$ cat src/rtl/iob_uart_rx_fifo.sv
// iob_uart_rx_fifo
// ----------------
// Serial receive front-end for the tester's rs232 link. Deserializes UART
// frames arriving on rxd_i into bytes, buffers them in a first-word-fall-through
// FIFO, presents them as a valid/ready byte stream and drives rts_o hardware
// flow control from the FIFO fill level.
//
// Configuration macro: IOB_UART_RX_PARITY_EN
//   defined   -> 8E1 frames (start, 8 data LSB first, even parity, stop);
//                parity mismatches set parity_err_o and drop the byte.
//   undefined -> 8N1 frames; no parity logic is built, parity_err_o is 0.
//
// Parameters
//   FREQ        clock frequency in Hz
//   BAUD        line rate; DIV = FREQ/BAUD clocks per bit (DIV >= 4)
//   FIFO_AW     FIFO address width, depth = 2**FIFO_AW bytes
//   RTS_MARGIN  rts_o drops when level_o >= depth - RTS_MARGIN
//
// Ports
//   clk_i          in   system clock
//   rst_i          in   synchronous reset, active-high
//   rxd_i          in   asynchronous serial input, idle high
//   rts_o          out  1 = peer may send, 0 = FIFO near full (registered)
//   data_o         out  head-of-FIFO byte, valid when valid_o = 1 (0 when empty)
//   valid_o        out  FIFO not empty
//   ready_i        in   consumer accepts data_o when valid_o & ready_i
//   level_o        out  bytes currently held (0..depth)
//   frame_err_o    out  sticky: stop bit sampled 0
//   overrun_err_o  out  sticky: byte arrived while FIFO full with no same-cycle pop
//   parity_err_o   out  sticky: parity mismatch
//   err_clr_i      in   clears all sticky error flags (a same-cycle set wins)

module iob_uart_rx_fifo #(
  parameter int FREQ       = 100000000,
  parameter int BAUD       = 115200,
  parameter int FIFO_AW    = 4,
  parameter int RTS_MARGIN = 2
) (
  input  logic               clk_i,
  input  logic               rst_i,
  input  logic               rxd_i,
  output logic               rts_o,
  output logic [7:0]         data_o,
  output logic               valid_o,
  input  logic               ready_i,
  output logic [FIFO_AW:0]   level_o,
  output logic               frame_err_o,
  output logic               overrun_err_o,
  output logic               parity_err_o,
  input  logic               err_clr_i
);

  localparam int DIV   = FREQ / BAUD;
  localparam int CW    = (DIV > 2) ? $clog2(DIV) : 1;
  localparam int DEPTH = 1 << FIFO_AW;
  localparam int LW    = FIFO_AW + 1;

  localparam logic [CW-1:0] FULL_RELOAD = CW'(DIV - 1);
  localparam logic [CW-1:0] HALF_RELOAD = CW'(DIV / 2 - 1);
  localparam logic [LW-1:0] DEPTH_LVL   = LW'(DEPTH);
  localparam logic [LW-1:0] RTS_LVL     = LW'(DEPTH - RTS_MARGIN);

  typedef enum logic [2:0] {
    S_IDLE   = 3'd0,
    S_START  = 3'd1,
    S_DATA   = 3'd2,
`ifdef IOB_UART_RX_PARITY_EN
    S_PARITY = 3'd3,
`endif
    S_STOP   = 3'd4
  } state_e;

  // ---------------------------------------------------------------------------
  // Input synchronizer; resets to the idle line level so a reset never looks
  // like a start bit.
  // ---------------------------------------------------------------------------
  logic rxd_meta;
  logic rxd_s;

  always_ff @(posedge clk_i) begin
    if (rst_i) begin
      rxd_meta <= 1'b1;
      rxd_s    <= 1'b1;
    end else begin
      rxd_meta <= rxd_i;
      rxd_s    <= rxd_meta;
    end
  end

  // ---------------------------------------------------------------------------
  // Receiver FSM state and datapath registers
  // ---------------------------------------------------------------------------
  state_e         state_q, state_d;
  logic [CW-1:0]  cnt_q, cnt_d;
  logic [2:0]     bit_idx_q, bit_idx_d;
  logic [7:0]     shift_q, shift_d;
  logic           tick;
  logic           push_req;
  logic           frame_set;
`ifdef IOB_UART_RX_PARITY_EN
  logic           par_mis_q, par_mis_d;
  logic           parity_set;
`endif

  assign tick = (cnt_q == '0);

  always_ff @(posedge clk_i) begin
    if (rst_i) begin
      state_q   <= S_IDLE;
      cnt_q     <= '0;
      bit_idx_q <= '0;
      shift_q   <= '0;
`ifdef IOB_UART_RX_PARITY_EN
      par_mis_q <= 1'b0;
`endif
    end else begin
      state_q   <= state_d;
      cnt_q     <= cnt_d;
      bit_idx_q <= bit_idx_d;
      shift_q   <= shift_d;
`ifdef IOB_UART_RX_PARITY_EN
      par_mis_q <= par_mis_d;
`endif
    end
  end

  // The start bit is re-checked half a bit time after the falling edge, so
  // every later sample lands near the middle of its bit. STOP returns to IDLE
  // on the very cycle it samples, leaving the FSM ready for a back-to-back
  // start edge.
  always_comb begin
    state_d   = state_q;
    cnt_d     = cnt_q;
    bit_idx_d = bit_idx_q;
    shift_d   = shift_q;
    push_req  = 1'b0;
    frame_set = 1'b0;
`ifdef IOB_UART_RX_PARITY_EN
    par_mis_d  = par_mis_q;
    parity_set = 1'b0;
`endif

    case (state_q)
      S_IDLE: begin
        if (!rxd_s) begin
          state_d = S_START;
          cnt_d   = HALF_RELOAD;
        end
      end

      S_START: begin
        if (tick) begin
          if (!rxd_s) begin
            state_d   = S_DATA;
            cnt_d     = FULL_RELOAD;
            bit_idx_d = 3'd0;
          end else begin
            state_d = S_IDLE;
          end
        end else begin
          cnt_d = cnt_q - CW'(1);
        end
      end

      S_DATA: begin
        if (tick) begin
          shift_d[bit_idx_q] = rxd_s;
          cnt_d              = FULL_RELOAD;
          bit_idx_d          = bit_idx_q + 3'd1;
          if (bit_idx_q == 3'd7) begin
`ifdef IOB_UART_RX_PARITY_EN
            state_d = S_PARITY;
`else
            state_d = S_STOP;
`endif
          end
        end else begin
          cnt_d = cnt_q - CW'(1);
        end
      end

`ifdef IOB_UART_RX_PARITY_EN
      S_PARITY: begin
        if (tick) begin
          // Even parity: the parity bit equals the XOR of the data bits.
          par_mis_d = rxd_s ^ (^shift_q);
          cnt_d     = FULL_RELOAD;
          state_d   = S_STOP;
        end else begin
          cnt_d = cnt_q - CW'(1);
        end
      end
`endif

      S_STOP: begin
        if (tick) begin
          state_d   = S_IDLE;
          frame_set = !rxd_s;
`ifdef IOB_UART_RX_PARITY_EN
          parity_set = par_mis_q;
          push_req   = rxd_s && !par_mis_q;
`else
          push_req   = rxd_s;
`endif
        end else begin
          cnt_d = cnt_q - CW'(1);
        end
      end

      default: begin
        state_d = S_IDLE;
      end
    endcase
  end

  // ---------------------------------------------------------------------------
  // FIFO. A push while full only succeeds if the head leaves in the same cycle;
  // in that case the write lands on the slot being vacated.
  // ---------------------------------------------------------------------------
  logic [7:0]         mem [DEPTH];
  logic [FIFO_AW-1:0] wr_ptr_q;
  logic [FIFO_AW-1:0] rd_ptr_q;
  logic [LW-1:0]      level_q;
  logic               full;
  logic               pop;
  logic               push_ok;
  logic               overrun_set;

  assign full        = (level_q == DEPTH_LVL);
  assign valid_o     = (level_q != '0);
  assign pop         = valid_o && ready_i;
  assign push_ok     = push_req && (!full || pop);
  assign overrun_set = push_req && full && !pop;

  always_ff @(posedge clk_i) begin
    if (push_ok && !rst_i) begin
      mem[wr_ptr_q] <= shift_q;
    end
  end

  always_ff @(posedge clk_i) begin
    if (rst_i) begin
      wr_ptr_q <= '0;
      rd_ptr_q <= '0;
      level_q  <= '0;
    end else begin
      if (push_ok) begin
        wr_ptr_q <= wr_ptr_q + FIFO_AW'(1);
      end
      if (pop) begin
        rd_ptr_q <= rd_ptr_q + FIFO_AW'(1);
      end
      if (push_ok && !pop) begin
        level_q <= level_q + LW'(1);
      end else if (pop && !push_ok) begin
        level_q <= level_q - LW'(1);
      end
    end
  end

  // Empty FIFO presents 0 so data_o never shows stale or uninitialised slots.
  assign data_o  = valid_o ? mem[rd_ptr_q] : 8'h00;
  assign level_o = level_q;

  // ---------------------------------------------------------------------------
  // Flow control, registered from the current fill level.
  // ---------------------------------------------------------------------------
  logic rts_q;

  always_ff @(posedge clk_i) begin
    if (rst_i) begin
      rts_q <= 1'b1;
    end else begin
      rts_q <= (level_q < RTS_LVL);
    end
  end

  assign rts_o = rts_q;

  // ---------------------------------------------------------------------------
  // Sticky error flags; a set in the same cycle as err_clr_i wins.
  // ---------------------------------------------------------------------------
  logic frame_err_q;
  logic overrun_err_q;

  always_ff @(posedge clk_i) begin
    if (rst_i) begin
      frame_err_q   <= 1'b0;
      overrun_err_q <= 1'b0;
    end else begin
      frame_err_q   <= frame_set   || (frame_err_q   && !err_clr_i);
      overrun_err_q <= overrun_set || (overrun_err_q && !err_clr_i);
    end
  end

  assign frame_err_o   = frame_err_q;
  assign overrun_err_o = overrun_err_q;

`ifdef IOB_UART_RX_PARITY_EN
  logic parity_err_q;

  always_ff @(posedge clk_i) begin
    if (rst_i) begin
      parity_err_q <= 1'b0;
    end else begin
      parity_err_q <= parity_set || (parity_err_q && !err_clr_i);
    end
  end

  assign parity_err_o = parity_err_q;
`else
  assign parity_err_o = 1'b0;
`endif

endmodule

$ cat config.mk
export PLATFORM = sky130hd
export DESIGN_NAME = iob_uart_rx_fifo
export DESIGN_NICKNAME = d
export VERILOG_FILES = /design/src/rtl/iob_uart_rx_fifo.sv
export SDC_FILE = /design/constraint.sdc
export NUM_CORES = 1
export LEC_CHECK = 0
export CAP_MARGIN = 10
export CORE_MARGIN = 2
export CORE_UTILIZATION = 29
export CTS_CLUSTER_SIZE = 28
export DETAILED_ROUTE_END_ITERATION = 10
export GPL_TIMING_DRIVEN = 0
export SLEW_MARGIN = 30
export SYNTH_ARGS = -nofsm -noshare
export SYNTH_HDL_FRONTEND = slang
export SYNTH_SLANG_ARGS = --single-unit
$ cat constraint.sdc
create_clock -name clk_i -period 7.9 [get_ports clk_i]
set_input_delay 2.37 -clock clk_i [delete_from_list [all_inputs] [get_ports clk_i]]
set_output_delay 2.37 -clock clk_i [all_outputs]
set_load 0.05 [all_outputs]
==> impl_results.md <==
- Antenna Nets Post-Route: 0
- FF-to-FF path depth: 15
- RSZ-0062 raised after global routing: false
- Most common cell after layout, fill and taps aside: edfxtp_1
- F_max: 172.4 MHz
- Worst path arrival time: 3.43 ns
- Grt total ovfl: 0
- Num ports: 23
- Antenna cells: 0
- Tightest Pin Transition: 0.8372 ns
- Full die area: 0.02657 mm²
- Final Util: 0.3416
- Setup bufs post-CTS: 0
- Synth cell types: 56
- Avg Cell Area, Syn: 15.08 µm²
- Dominant synthesized flop cell: edfxtp_1
- Critical Path End Type: output pin
- Cell Area, Synth: 0.007331 mm²
- Sequential power share: 0.396
- First-pass GRT wire length: around 24000 µm
- Final HPWL DP: around 10000 µm
- Final Cell Area: between 0.008 and 0.009 mm²
- Synth async-reset ratio: 0
- Max Cap Viol: 0
- WS Path Type: reg -> out
- Combinational group share of total power: 0.285
- Most frequent cells in the layout: 128 x edfxtp_1, 53 x nor2_1, 46 x dfxtp_1, 40 x mux4_2, 26 x nand2_1
- Net Sw Frac: 0.3192
- Port Buffers: 20
- Warnings, synthesis: 0
- Clk_lat worst skew: 0.43 ns
- Placed cells: 836
- Hold path depth: 1
- Area delta synth->final: 16.32%
- Final Cycle Share: 0.7342
- Leakage: 2.778 nW
- Hold_buf cts: 0
- Layout cell share with drive strength beyond 1: 0.1750
- Worst VDD drop: about 0.00023 V
- PD cells: 304.5 mW/mm²
- Worst Clk Skew: 0.008449 ns
- Post-synthesis cell count: 486
- Initial Utilization: 0.2937
- Int Power: 0.001768 W
- Register area share after synthesis: 0.6499
- Root buf cell: clkbuf_16
- GPL Wtd Cong: 0.8633
- Clk buf depth: 2
- Clock-pin slew on the worst setup and hold paths: 0.06 ns
- Chip width: 163.0 µm
- Synth Register Bits: 174
- # resized after CTS: 0
- Final WL: 15130 µm
- H-tree levels: 4
- DR vias: 4124
- Layout Cells excl Fill: 867
- Die Ht: 163.0 µm
- Final setup TNS: 0 ns
- CTS Sinks: roughly 170
- Hold Vio Cnt, Final: 0
- CTS tree: built
- NetSw: 0.0008288 W
- Initial drt markers: about 230
- Post-synthesis net count: around 510
- Routed WL per cell: 17.45 µm
- Min Tclk post-route: approximately 5.8 ns
- Cell Area, Placed: 0.007944 mm²
- Status: finished, final reports clean
- Largest net degree at the start of global routing: 18
- Initial antenna violation count: 0
- CTS Buf Count: 17
- Cell Rows: slightly below 60
- CP startpoint kind: flip-flop
- Core box area: 0.02496 mm²
- NumNets Final: 545
- HP Class: reg -> reg
- CP max FO: 10
- Pins Over Slew Limit: 0
- Data required time of the critical path: roughly 5.5 ns
- Vias in the first global route: 4200
- Final Power: 0.002596 W
- # DRC: 0
- Vias per std cell: 4.757
- Post-synth EDFFs: approximately 130
- GRT Overall Usage: 0.1186
- Max-slew headroom: 0.4398
- Final setup vio count: 0
- Clk pwr share: 0.319
- Drt first pass iters: 5
flip-flops by register name, summed over array words and instances (netlist names), named ones only:
register	cells
rxd_meta	1
rxd_s	1
mem	128
state_q	3
cnt_q	10
rd_ptr_q	4
overrun_err_o	1
shift_q	8
wr_ptr_q	4
rts_o	1
frame_err_o	1
level_o	5
bit_idx_q	3
path summary, 6_finish.rpt:
check	from	to	slack (ns)
min	rxd_meta$_SDFF_PP1_	rxd_s$_SDFF_PP1_	0.41
max	flip-flop	data_o[1]	2.10
min reg2reg	rxd_meta$_SDFF_PP1_	rxd_s$_SDFF_PP1_	0.41
max reg2reg	cnt_q[0]$_SDFFE_PP0P_	level_o[4]$_SDFFE_PP0P_	4.13
worst max-delay path: stages (launching register included):
cell and delay (ns):
dfxtp_1 0.32, clkbuf_1 0.29, buf_2 0.41, mux4_2 0.61, mux4_2 0.50, and2_1 0.18
clkdlybuf4s50_1 0.69
cells in the mapped netlist (4+ instances only):
cell	number	area (µm²)
mux4_2	40	900.9
and2_1	8	50.05
nor3_1	9	45.04
nand3_1	7	35.03
clkbuf_1	16	60.06
nor2_1	53	198.9
mux2i_1	8	80.08
buf_2	6	30.03
nand2_1	26	97.59
o21ai_0	7	35.03
inv_1	12	45.04
ha_1	14	175.2
nand3b_1	5	37.54
edfxtp_1	128	3844
a21oi_1	21	105.1
or3_1	5	31.28
xor2_1	9	78.83
dfxtp_1	46	920.9
xnor2_1	4	35.03
and3_1	7	43.79
layout make-up:
class                      count  area [µm²]
clock buffer                  18       429.2
inverter                      12       45.04
multi-input combinational    271        2386
timing repair buffer          20       200.2
clock inverter                13       153.9
sequential                   174        4765
fill                        2430       16440
tap                          330       412.9
buffer                        29       135.1
power by group through the flow:
| stage | logic, W | clock network, W | registers [W] |
|---|---|---|---|
| after floorplan | 0.000499 | 0 | 0.00108 |
| after global placement | 0.000740 | 0 | 0.00104 |
| after detailed placement | 0.000748 | 0 | 0.00105 |
| after CTS | 0.000751 | 0.000842 | 0.00103 |
| after global routing | 0.000792 | 0.000882 | 0.00103 |
| final | 0.000740 | 0.000829 | 0.00103 |
routing by layer:
metal	global-route usage	wire length [µm]	up-vias
met5	0	0	-
met1	0.1536	6760	2067
met3	0.03056	834	17
met4	0.03419	227	0
li1	-	-	1920
met2	0.1968	7308	120
kinds of logic after synthesis:
kind of cell,count (synthesis),share of synthesized area
buffers and inverters,41,0.02458
multiplexers,48,0.1338
XOR/XNOR,13,0.01553
AND/OR/NAND/NOR,146,0.1045
flip-flops,174,0.6499
adder cells (fa/ha/maj),15,0.02663
other,1,0.0005115
AO/OA/AOI/OAI,48,0.04455
stage by stage:
stage | worst slack, ns | hold slack [ns]
2_1_floorplan | 3.395 | 0.3895
3_3_place_gp | 2.475 | 0.3939
3_5_place_dp | 2.487 | 0.3975
4_1_cts | 2.019 | 0.4124
5_1_grt | 1.910 | 0.4186
6_report | 2.100 | 0.4097
Power figures use the tool's default switching activity.
